[src/rtl/branch_resolve_unit_pkg.sv]
// Shared types and constants for the branch resolution path: opcodes,
// prediction-queue entry layout and resolver FSM states.
package branch_resolve_unit_pkg;

  localparam logic [6:0] OP_BRANCH = 7'b1100011;
  localparam logic [6:0] OP_JAL    = 7'b1101111;
  localparam logic [6:0] OP_JALR   = 7'b1100111;

  typedef struct packed {
    logic [31:0] pc;
    logic        taken;
    logic [31:0] target;
  } q_entry_t;

  localparam int ENTRY_W = $bits(q_entry_t);

  typedef enum logic {
    ST_RUN     = 1'b0,
    ST_RECOVER = 1'b1
  } state_t;

endpackage

[src/rtl/branch_resolve_unit_if.sv]
// Prediction/resolution bus between the ID/EX stages and the branch resolve unit.
interface branch_resolve_unit_if #(
  parameter int HIST_BITS = 8
);
  logic                 pred_valid;
  logic [31:0]          pred_pc;
  logic                 pred_taken;
  logic [31:0]          pred_target;
  logic                 res_valid;
  logic [31:0]          res_pc;
  logic                 res_taken;
  logic [31:0]          res_target;
  logic                 q_full;
  logic                 flush;
  logic [31:0]          redirect_pc;
  logic                 upd_valid;
  logic [HIST_BITS-1:0] upd_addr;
  logic                 upd_taken;
  logic                 proto_err;
  logic [31:0]          branch_cnt;
  logic [31:0]          mispred_cnt;

  modport master (
    output pred_valid, pred_pc, pred_taken, pred_target,
    output res_valid, res_pc, res_taken, res_target,
    input  q_full, flush, redirect_pc, upd_valid, upd_addr, upd_taken,
    input  proto_err, branch_cnt, mispred_cnt
  );

  modport slave (
    input  pred_valid, pred_pc, pred_taken, pred_target,
    input  res_valid, res_pc, res_taken, res_target,
    output q_full, flush, redirect_pc, upd_valid, upd_addr, upd_taken,
    output proto_err, branch_cnt, mispred_cnt
  );
endinterface

[src/rtl/branch_resolve_unit_pred_fifo.sv]
// Circular FIFO of in-flight predictions; clear drops every entry at once.
module pred_fifo #(
  parameter int DEPTH = 4,
  parameter int WIDTH = 65
) (
  input  logic             clk,
  input  logic             rst,
  input  logic             clr,
  input  logic             push,
  input  logic             pop,
  input  logic [WIDTH-1:0] wdata,
  output logic [WIDTH-1:0] rdata,
  output logic             empty,
  output logic             full
);
  localparam int AW = $clog2(DEPTH);

  logic [AW:0]      wr_ptr_q, wr_ptr_d;
  logic [AW:0]      rd_ptr_q, rd_ptr_d;
  logic [WIDTH-1:0] mem_q [DEPTH];
  logic [WIDTH-1:0] mem_d [DEPTH];
  logic             do_push;
  logic             do_pop;

  assign empty = (wr_ptr_q == rd_ptr_q);
  assign full  = (wr_ptr_q[AW] != rd_ptr_q[AW]) && (wr_ptr_q[AW-1:0] == rd_ptr_q[AW-1:0]);
  assign rdata = mem_q[rd_ptr_q[AW-1:0]];

  // A full queue still takes a push when the head leaves in the same cycle.
  assign do_push = push && (!full || pop);
  assign do_pop  = pop && !empty;

  always_comb begin
    mem_d    = mem_q;
    wr_ptr_d = wr_ptr_q;
    rd_ptr_d = rd_ptr_q;
    if (clr) begin
      wr_ptr_d = '0;
      rd_ptr_d = '0;
    end else begin
      if (do_push) begin
        mem_d[wr_ptr_q[AW-1:0]] = wdata;
        wr_ptr_d = wr_ptr_q + 1'b1;
      end
      if (do_pop) begin
        rd_ptr_d = rd_ptr_q + 1'b1;
      end
    end
  end

  always_ff @(posedge clk) begin
    mem_q <= mem_d;
    if (rst) begin
      wr_ptr_q <= '0;
      rd_ptr_q <= '0;
    end else begin
      wr_ptr_q <= wr_ptr_d;
      rd_ptr_q <= rd_ptr_d;
    end
  end

endmodule

[src/rtl/branch_resolve_unit.sv]
// Matches EX branch outcomes against queued ID predictions, drives flush/redirect,
// predictor updates and performance counters.
module branch_resolve_unit
  import branch_resolve_unit_pkg::*;
#(
  parameter int DEPTH       = 4,
  parameter int RECOVER_CYC = 2,
  parameter int HIST_BITS   = 8
) (
  input  logic                  clk,
  input  logic                  rst,
  branch_resolve_unit_if.slave  bus
);
  localparam int CW = (RECOVER_CYC > 1) ? $clog2(RECOVER_CYC) : 1;

  state_t               state_q, state_d;
  logic [CW-1:0]        rcnt_q, rcnt_d;
  logic                 flush_q, flush_d;
  logic [31:0]          redirect_pc_q, redirect_pc_d;
  logic                 upd_valid_q, upd_valid_d;
  logic [HIST_BITS-1:0] upd_addr_q, upd_addr_d;
  logic                 upd_taken_q, upd_taken_d;
  logic                 proto_err_q, proto_err_d;
  logic [31:0]          branch_cnt_q, branch_cnt_d;
  logic [31:0]          mispred_cnt_q, mispred_cnt_d;

  logic                 accept;
  logic                 res_acc;
  logic                 mispredict;
  logic                 push;
  logic                 q_empty;
  logic                 q_full;
  logic [ENTRY_W-1:0]   head_raw;
  q_entry_t             head;
  q_entry_t             new_entry;

  assign head      = q_entry_t'(head_raw);
  assign new_entry = '{pc: bus.pred_pc, taken: bus.pred_taken, target: bus.pred_target};

  assign accept  = (state_q == ST_RUN);
  assign res_acc = accept && bus.res_valid && !q_empty;

  // A head PC that does not match the resolving PC means the queue lost sync,
  // so recovery is forced the same way as a genuine mispredict.
  assign mispredict = res_acc &&
                      ((head.taken != bus.res_taken) ||
                       (bus.res_taken && (head.target != bus.res_target)) ||
                       (head.pc != bus.res_pc));

  assign push = accept && bus.pred_valid && !mispredict;

  pred_fifo #(
    .DEPTH (DEPTH),
    .WIDTH (ENTRY_W)
  ) u_fifo (
    .clk   (clk),
    .rst   (rst),
    .clr   (mispredict),
    .push  (push),
    .pop   (res_acc),
    .wdata (new_entry),
    .rdata (head_raw),
    .empty (q_empty),
    .full  (q_full)
  );

  always_comb begin
    state_d       = state_q;
    rcnt_d        = rcnt_q;
    flush_d       = mispredict;
    redirect_pc_d = redirect_pc_q;
    upd_valid_d   = res_acc;
    upd_addr_d    = upd_addr_q;
    upd_taken_d   = upd_taken_q;
    proto_err_d   = proto_err_q;
    branch_cnt_d  = branch_cnt_q;
    mispred_cnt_d = mispred_cnt_q;

    if (res_acc) begin
      upd_addr_d   = bus.res_pc[HIST_BITS-1:0];
      upd_taken_d  = bus.res_taken;
      branch_cnt_d = branch_cnt_q + 32'd1;
      if (head.pc != bus.res_pc) proto_err_d = 1'b1;
    end
    if (accept && bus.res_valid && q_empty) proto_err_d = 1'b1;
    if (push && q_full && !res_acc) proto_err_d = 1'b1;

    if (mispredict) begin
      redirect_pc_d = bus.res_taken ? bus.res_target : (bus.res_pc + 32'd4);
      mispred_cnt_d = mispred_cnt_q + 32'd1;
    end

    case (state_q)
      ST_RUN: begin
        if (mispredict) begin
          state_d = ST_RECOVER;
          rcnt_d  = CW'(RECOVER_CYC - 1);
        end
      end
      ST_RECOVER: begin
        if (rcnt_q == '0) state_d = ST_RUN;
        else              rcnt_d  = rcnt_q - 1'b1;
      end
      default: state_d = ST_RUN;
    endcase
  end

  always_ff @(posedge clk) begin
    if (rst) begin
      state_q       <= ST_RUN;
      rcnt_q        <= '0;
      flush_q       <= 1'b0;
      redirect_pc_q <= '0;
      upd_valid_q   <= 1'b0;
      upd_addr_q    <= '0;
      upd_taken_q   <= 1'b0;
      proto_err_q   <= 1'b0;
      branch_cnt_q  <= '0;
      mispred_cnt_q <= '0;
    end else begin
      state_q       <= state_d;
      rcnt_q        <= rcnt_d;
      flush_q       <= flush_d;
      redirect_pc_q <= redirect_pc_d;
      upd_valid_q   <= upd_valid_d;
      upd_addr_q    <= upd_addr_d;
      upd_taken_q   <= upd_taken_d;
      proto_err_q   <= proto_err_d;
      branch_cnt_q  <= branch_cnt_d;
      mispred_cnt_q <= mispred_cnt_d;
    end
  end

  assign bus.q_full      = q_full;
  assign bus.flush       = flush_q;
  assign bus.redirect_pc = redirect_pc_q;
  assign bus.upd_valid   = upd_valid_q;
  assign bus.upd_addr    = upd_addr_q;
  assign bus.upd_taken   = upd_taken_q;
  assign bus.proto_err   = proto_err_q;
  assign bus.branch_cnt  = branch_cnt_q;
  assign bus.mispred_cnt = mispred_cnt_q;

endmodule

[src/flat_wrapper.sv]
// flat-port wrapper written by rule: the top's interface ports become plain ports
module branch_resolve_unit_flat import branch_resolve_unit_pkg::*;
#(
  parameter int DEPTH       = 4,
  parameter int RECOVER_CYC = 2,
  parameter int HIST_BITS   = 8
)
  (clk, rst, bus_pred_valid, bus_pred_pc, bus_pred_taken, bus_pred_target, bus_res_valid, bus_res_pc, bus_res_taken, bus_res_target, bus_q_full, bus_flush, bus_redirect_pc, bus_upd_valid, bus_upd_addr, bus_upd_taken, bus_proto_err, bus_branch_cnt, bus_mispred_cnt);
  branch_resolve_unit_if #(.HIST_BITS(HIST_BITS)) bus_i ();
  input  logic clk;
  input  logic rst;
  input wire logic [$bits(bus_i.pred_valid)-1:0] bus_pred_valid;
  input wire logic [$bits(bus_i.pred_pc)-1:0] bus_pred_pc;
  input wire logic [$bits(bus_i.pred_taken)-1:0] bus_pred_taken;
  input wire logic [$bits(bus_i.pred_target)-1:0] bus_pred_target;
  input wire logic [$bits(bus_i.res_valid)-1:0] bus_res_valid;
  input wire logic [$bits(bus_i.res_pc)-1:0] bus_res_pc;
  input wire logic [$bits(bus_i.res_taken)-1:0] bus_res_taken;
  input wire logic [$bits(bus_i.res_target)-1:0] bus_res_target;
  output wire logic [$bits(bus_i.q_full)-1:0] bus_q_full;
  output wire logic [$bits(bus_i.flush)-1:0] bus_flush;
  output wire logic [$bits(bus_i.redirect_pc)-1:0] bus_redirect_pc;
  output wire logic [$bits(bus_i.upd_valid)-1:0] bus_upd_valid;
  output wire logic [$bits(bus_i.upd_addr)-1:0] bus_upd_addr;
  output wire logic [$bits(bus_i.upd_taken)-1:0] bus_upd_taken;
  output wire logic [$bits(bus_i.proto_err)-1:0] bus_proto_err;
  output wire logic [$bits(bus_i.branch_cnt)-1:0] bus_branch_cnt;
  output wire logic [$bits(bus_i.mispred_cnt)-1:0] bus_mispred_cnt;
  assign bus_i.pred_valid = bus_pred_valid;
  assign bus_i.pred_pc = bus_pred_pc;
  assign bus_i.pred_taken = bus_pred_taken;
  assign bus_i.pred_target = bus_pred_target;
  assign bus_i.res_valid = bus_res_valid;
  assign bus_i.res_pc = bus_res_pc;
  assign bus_i.res_taken = bus_res_taken;
  assign bus_i.res_target = bus_res_target;
  assign bus_q_full = bus_i.q_full;
  assign bus_flush = bus_i.flush;
  assign bus_redirect_pc = bus_i.redirect_pc;
  assign bus_upd_valid = bus_i.upd_valid;
  assign bus_upd_addr = bus_i.upd_addr;
  assign bus_upd_taken = bus_i.upd_taken;
  assign bus_proto_err = bus_i.proto_err;
  assign bus_branch_cnt = bus_i.branch_cnt;
  assign bus_mispred_cnt = bus_i.mispred_cnt;
  branch_resolve_unit #(.DEPTH(DEPTH), .RECOVER_CYC(RECOVER_CYC), .HIST_BITS(HIST_BITS)) u_core (.clk(clk), .rst(rst), .bus(bus_i));
endmodule
[config.mk]
export PLATFORM = sky130hd
export DESIGN_NAME = branch_resolve_unit_flat
export DESIGN_NICKNAME = d
export VERILOG_FILES = /design/src/rtl/branch_resolve_unit_pkg.sv /design/src/rtl/branch_resolve_unit_if.sv /design/src/rtl/branch_resolve_unit_pred_fifo.sv /design/src/rtl/branch_resolve_unit.sv /design/src/flat_wrapper.sv
export SDC_FILE = /design/constraint.sdc
export NUM_CORES = 1
export LEC_CHECK = 0
export CELL_PAD_IN_SITES_DETAIL_PLACEMENT = 1
export CELL_PAD_IN_SITES_GLOBAL_PLACEMENT = 1
export CORE_MARGIN = 1
export CORE_UTILIZATION = 40
export CTS_CLUSTER_SIZE = 10
export DETAILED_ROUTE_END_ITERATION = 10
export HOLD_SLACK_MARGIN = 0.06
export PLACE_DENSITY_LB_ADDON = 0.1
export SLEW_MARGIN = 20
export SYNTH_ARGS = -nofsm -noshare
export SYNTH_HDL_FRONTEND = slang
export SYNTH_SLANG_ARGS = --single-unit
[constraint.sdc]
create_clock -name clk -period 8.5 [get_ports clk]
set_input_delay 1.7 -clock clk [delete_from_list [all_inputs] [get_ports clk]]
set_output_delay 1.7 -clock clk [all_outputs]
set_load 0.02 [all_outputs]
# ---- Word level (Yosys, flattened, before mapping)
# Cells that the tools add are included.
dict set report op_classes {
  n_addsub 6
  magnitude_cmp 3
  eq_ne 7
  muxes 17
  bitwise_logic 4
  reduce_logical 25
}
# op n
set op_table {}
lappend op_table {{$bwmux 260} 1}
lappend op_table {{$mux 65} 3}
lappend op_table {{$bmux 65 s2} 1}
lappend op_table {{$demux 65 s2} 1}
lappend op_table {{$add 32x1->32 const B} 2}
lappend op_table {{$ne 32x32->1} 2}
lappend op_table {{$add 32x3->32 const B} 1}
lappend op_table {{$mux 32} 1}
lappend op_table {{$logic_and 1x1->1} 13}
lappend op_table {{$mux 1} 8}
lappend op_table {{$add 3x1->3 const B} 2}
lappend op_table {{$ge 3x3->1 const B} 2}
lappend op_table {{$not 2->3} 2}
lappend op_table {{$reduce_bool 3->1} 2}
lappend op_table {{$logic_not 1->1} 4}
lappend op_table {{$pmux 1 s2} 2}
lappend op_table {{$reduce_and 2->1} 2}
lappend op_table {{$eq 3x3->1} 1}
lappend op_table {{$logic_or 1x1->1} 3}
lappend op_table {{$lt 3x1->1 const B} 1}
lappend op_table {{$eq 2x2->1} 1}
lappend op_table {{$ne 1x1->1} 2}
lappend op_table {{$ne 2x2->1 const B} 1}
lappend op_table {{$not 1->1} 2}
lappend op_table {{other kinds (2)} 2}
dict set report word_totals {
  regBits 376
  inputBits 134
  wordCells 78
}

# ---- Depth between registers and ports, before layout
dict set report logic_depth {
  ltp_word 15
  depth_mapped 14
  mapped_depth_nobuf 8
}

# ---- Hierarchy
# From an unflattened synthesis, not the netlist that was laid out.
dict set report unflattened {
  cells_unflattened 1190
  area_unflattened_um2 16091.7
}
# module instances cells_per_inst area_each_um2 seq_area_each_um2
set by_module_without_submodules {}
lappend by_module_without_submodules {pred_fifo 1 395 9894.5 7927.6}
lappend by_module_without_submodules {branch_resolve_unit 1 795 6197.2 2202.1}

# ---- Worst setup path before layout
# OpenSTA, ideal clock, no wires.
dict set report synth_timing {
  path_kind {input to register}
  start {input bus_res_taken}
  end {register u_core.u_fifo.mem_q[100] (netlist name) (enable)}
  setup_time_ns 0.582
  arrival_time_ns 7.959
  required_ns 7.918
  path_slack_ns -0.041
  path_stages 10
  path_buffers 3
  cell_sequence {clkbuf_1 o211a_1 o211ai_1 nor4_1 o2111ai_1 a21oi_2 buf_4 nor2_2 buf_2 nor3b_1}
}
dict set report synth_between {
  elab_chain_len 8
  word_cells_on_any_way 10
  classes_between {eq/ne: 1; bitwise: 1; reduce/logical: 8}
}
# element line_no
set synth_rtl {}
lappend synth_rtl {{start, declared} flat_wrapper.sv:18} ;# input wire logic [$bits(bus_i.res_taken)-1:0] bus_res_taken;
lappend synth_rtl {{$ne 1x1->1 / $logic_and 1x1->1 (equally long branches)} {branch_resolve_unit.sv:46, branch_resolve_unit.sv:47}}
lappend synth_rtl {{$logic_or 1x1->1 *} branch_resolve_unit.sv:46} ;# ((head.taken != bus.res_taken) ||
lappend synth_rtl {{$logic_or 1x1->1 *} branch_resolve_unit.sv:47} ;# (bus.res_taken && (head.target != bus.res_target)) ||
lappend synth_rtl {{$logic_and 1x1->1 *} branch_resolve_unit.sv:45} ;# assign mispredict = res_acc &&
lappend synth_rtl {{$logic_not 1->1} branch_resolve_unit.sv:50} ;# assign push = accept && bus.pred_valid && !mispredict;
lappend synth_rtl {{$logic_and 1x1->1} branch_resolve_unit.sv:50}
lappend synth_rtl {{$logic_and 1x1->1} branch_resolve_unit_pred_fifo.sv:30} ;# assign do_push = push && (!full || pop);
lappend synth_rtl {{$reduce_and 2->1 (no source line) *} --}
lappend synth_rtl {{end signal, assigned} branch_resolve_unit_pred_fifo.sv:52} ;# mem_q <= mem_d;
lappend synth_rtl {{end, declared} branch_resolve_unit_pred_fifo.sv:20} ;# logic [WIDTH-1:0] mem_q [DEPTH];
# Every way passes the cells marked *; elsewhere a longest branch is shown, timed or not.
# A chain may end at the register's enable or synchronous reset.

# ---- Worst setup path in the final report
dict set report layout_timing {
  start {register u_core.u_fifo.rd_ptr_q[0]}
  end {register u_core.u_fifo.mem_q[41] (netlist name) (enable)}
}
dict set report layout_between {
  elab_chain_len 13
  word_cells_on_any_way 23
  classes_between {eq/ne: 5; mux: 3; bitwise: 2; reduce/logical: 13}
}
# element line_no
set layout_rtl {}
lappend layout_rtl {{start, declared} branch_resolve_unit_pred_fifo.sv:19} ;# logic [AW:0] rd_ptr_q, rd_ptr_d;
lappend layout_rtl {{start signal, assigned} branch_resolve_unit_pred_fifo.sv:58} ;# rd_ptr_q <= rd_ptr_d;
lappend layout_rtl {{$not 2->3 (not written as such)} branch_resolve_unit_pred_fifo.sv:27} ;# assign rdata = mem_q[rd_ptr_q[AW-1:0]];
lappend layout_rtl {{$bmux 65 s2} branch_resolve_unit_pred_fifo.sv:27}
lappend layout_rtl {{$mux 65 (not written as such) (2 in a row)} branch_resolve_unit_pred_fifo.sv:27}
lappend layout_rtl {{$ne 32x32->1} branch_resolve_unit.sv:47}
lappend layout_rtl {{$logic_and 1x1->1} branch_resolve_unit.sv:47}
lappend layout_rtl {{$logic_or 1x1->1} branch_resolve_unit.sv:46}
lappend layout_rtl {{$logic_or 1x1->1} branch_resolve_unit.sv:47}
lappend layout_rtl {{$logic_and 1x1->1} branch_resolve_unit.sv:45}
lappend layout_rtl {{$logic_not 1->1} branch_resolve_unit.sv:50}
lappend layout_rtl {{$logic_and 1x1->1} branch_resolve_unit.sv:50}
lappend layout_rtl {{$logic_and 1x1->1} branch_resolve_unit_pred_fifo.sv:30}
lappend layout_rtl {{$reduce_and 2->1 (no source line) *} --}
# Every way passes the cells marked *; elsewhere a longest branch is shown, timed or not. The select of a mux whose other input is x is not followed.

==> results.py <==
metrics = {
    "logic_synthesis": {
        "yosysMostFrequentCell": "edfxtp_1",
        "synth_area_leaders": "edfxtp_1 48%, dfxtp_1 14%, mux4_2 7.8%, xnor2_1 4.1%, xor2_1 2.8%",
        "synth_fp_nets": 1349,
        "synthTopCellsByCount": "260 x edfxtp_1, 116 x dfxtp_1, 84 x nand2_1, 77 x a21oi_1, 75 x xnor2_1",
        "avgSynthCellArea_um2": 13.4,
        "synth_top_area_share_pct": 48.3,
        "ys_types": 52,
        "async_flop_share_pct": 0,
        "synth_top_area_cell": "edfxtp_1",
        "synth_area_um2": 16200,
        "synth-edff-count": 260,
        "ys_seq_elements": 376,
        "ys_warn_count": 0,
        "ys_seq_area_share_pct": 62.7,
        "synth_ff_type": "edfxtp_1",
        "synthCells": 1207,
    },
    "route": {
        "wl_per_cell_um": 23.3,
        "drc_errors": 0,
        "viasPerCell": 5.44,
        "via_count": 10872,
        "dr.pass1.iters": 7,
        "drt_iter0_drc": 576,
        "ant_nets": 0,
        "wirelength_mm": 46.5,
    },
    "grt": {
        "antenna_found_initial": 6,
        "use_met2_pct": 37.6,
        "top_usage_layer": "met2",
        "grt_use_met3_pct": 4.90,
        "grt_max_degree": 97,
        "grt_overflow": 0,
        "grt_pass1_wl_mm": 70.0,
        "grt_use_met1_pct": 30.1,
        "grt_pass1_vias": 11140,
        "grt_use_total_pct": 22.8,
    },
    "pwr": {
        "power_density_nw_per_um2": 272,
        "peakVddDrop_v": 0.000174,
        "leakage_nw": 6.39,
    },
    "cells_and_area": {
        "utilization_pct": 51.1,
        "final_area_um2": 20300,
        "synthToLayoutAreaGrowth_pct": 26.0,
        "stdcell_count": 2000,
        "layout.nets": 1580,
        "num-fill-cells": 4051,
        "drive_gt1_share_pct": 9.92,
    },
    "setup_path": {
        "crit_path_max_fanout": 84,
        "path_class": "flip-flop to flip-flop",
        "crit_arrival_ns": 6.35,
        "slowest_delay_ns": 1.00,
        "crit_chain": "buf_4 -> mux4_2 -> xnor2_1 -> nand4_1 -> nor3_1 -> o2111ai_1 -> a21oi_4 -> buf_4 -> nor2_2 -> nor2_4 -> buf_4",
        "cp_common_cell": "buf_4",
        "startpoint_type": "flip-flop",
        "r2r_cells": 11,
        "cp.required_ns": 8.74,
        "crit_path_end_kind": "flip-flop",
        "slowest_stage": "dfxtp_4",
    },
    "clock_tree": {
        "htree_levels": 2,
        "ctsResizeCount": 0,
        "ctsLongestPathBuffers": 3,
        "ctsHoldBuffers": 0,
        "cts_tree": "yes",
        "cts_inserted_buffers": 44,
        "post_cts_buffers": 0,
        "cts.sink_count": 376,
        "clockRootBuffer": "clkbuf_16",
        "clk_latency_ns": 0.58,
        "clkTransAtPathRegs_ns": 0.06,
    },
    "sta": {
        "slew_violations": 0,
        "setup_viol": 0,
        "setup_tns_ns": 0,
        "timing.hold.ws_ns": 0.459,
        "rsz0062_at_grt": "false",
        "hold_viol": 0,
        "min_period_ns": 6.11,
        "worstMarginPinSlew_ns": 1.08,
        "slew_headroom_pct": 28.0,
        "max_freq_mhz": 164,
        "min_period_over_period_pct": 71.9,
        "clock-skew-final_ns": 0.0352,
    },
    "place": {
        "place_area_um2": 19000,
        "portBuffers": 242,
        "finalWeightedCongestion": 0.831,
        "place_hpwl_mm": 32.7,
        "dp_cells": 1917,
    },
    "floorplanning": {
        "io-pin-count": 243,
        "die_h_um": 203,
        "rows": 73,
        "initial_core_util_pct": 40.6,
        "core_um2": 39800,
        "fp.dieW_um": 203,
        "die_area_um2": 41200,
    },
    "min_path": {
        "min_path_cells": 2,
        "hold_class": "flip-flop to flip-flop",
    },
    "flow_run": {
        "cap_violations": 0,
    },
    "outcome": {
        "status": "completed",
    },
}
-- worst max-delay path: cells and delay by family, from the launching register on --
kind | cells | cell delay (ns)
buffers and inverters | 3 | 1.59
XOR/XNOR | 1 | 0.18
AND/OR/NAND/NOR | 4 | 1.86
flip-flops | 1 | 1.00
AO/OA/AOI/OAI | 2 | 0.52
multiplexers | 1 | 0.59
-- registers in the layout, indices dropped and copies added (netlist names), 3 cells and up --
| name | count |
|---|---|
| u_core.u_fifo.mem_q | 260 |
| u_core.u_fifo.rd_ptr_q | 3 |
| u_core.bus.upd_addr | 8 |
| u_core.bus.redirect_pc | 32 |
| u_core.bus.mispred_cnt | 32 |
| u_core.bus.branch_cnt | 32 |
| u_core.u_fifo.wr_ptr_q | 3 |
-- cell type report --
type / instances / area, um2 / area share [%]
Timing Repair Buffer: 258 / 2530 / 12.5
Clock inverter: 6 / 81.3 / 0.400
Inverter: 15 / 56.3 / 0.277
Multi-Input combinational cell: 743 / 5660 / 27.8
Sequential cell: 376 / 10100 / 49.8
Tap cell: 525 / 657 / 3.23
Clock buffer: 74 / 1210 / 5.96
Antenna cell: 3 / 7.51 / 0.0369
-- worst paths after layout --
| path | start | endpoint | slack (ns) |
|---|---|---|---|
| worst max-delay path | u_core.u_fifo.rd_ptr_q[0] | u_core.u_fifo.mem_q[41] | 2.39 |
| worst min-delay path | u_core.bus.upd_taken | u_core.bus.upd_taken | 0.46 |
| worst max register to register | u_core.u_fifo.rd_ptr_q[0] | u_core.u_fifo.mem_q[41] | 2.39 |
| worst min register to register | u_core.bus.upd_taken | u_core.bus.upd_taken | 0.46 |
-- per-layer routing --
| layer | wire length (um) | vias up |
|---|---|---|
| li1 | - | 5047 |
| met2 | 22600 | 284 |
| met4 | 1050 | 6 |
| met3 | 2460 | 70 |
| met5 | 40 | - |
| met1 | 20400 | 5465 |
-- through the flow --
stage          setup WS [ns]  total power, W
2_1_floorplan        -0.0405         0.00333
4_1_cts                 2.17         0.00562
3_3_place_gp            2.11         0.00386
3_5_place_dp            2.04         0.00389
6_report                2.39         0.00554
5_1_grt                 1.96         0.00578
-- cells by family after synthesis --
family / count (synthesis) / share of synthesized area (%)
AO/OA/AOI/OAI: 188 / 6.75
XOR/XNOR: 128 / 6.99
multiplexers: 87 / 9.80
AND/OR/NAND/NOR: 332 / 10.6
adder cells (fa/ha/maj): 8 / 0.620
buffers and inverters: 88 / 2.57
flip-flops: 376 / 62.7
-- cell usage in the layout, fill, tap and decap left out, types with 2 or more instances in the layout --
master / instances
or4_1: 25
nor3b_2: 3
nand2b_1: 2
nor4_1: 10
a31o_2: 3
o22ai_1: 3
clkdlybuf4s50_1: 240
dfxtp_4: 2
dfxtp_1: 114
or3_1: 7
nand2_1: 84
mux4_2: 56
mux2_2: 5
inv_1: 15
o31ai_1: 24
nor3_1: 15
diode_2: 3
edfxtp_1: 260
nor2_1: 49
xor2_1: 52
nor2b_1: 4
and2_1: 6
clkinv_2: 3
a211oi_1: 4
clkbuf_16: 44
o21ai_0: 58
and4_1: 11
o211ai_1: 2
o2111ai_1: 4
buf_4: 17
nand4_1: 34
mux2i_1: 25
xnor2_1: 75
a21oi_1: 77
ha_1: 8
and3_1: 16
nand3_1: 62
clkbuf_1: 30
-- power by group --
part | internal (W) | leakage [nW] | switching (W)
sequential | 0.00226 | 3.32 | 0.000163
combinational | 0.000606 | 2.45 | 0.000801
clock | 0.000978 | 0.617 | 0.000737
No activity file was read; power rests on OpenSTA's default activity.
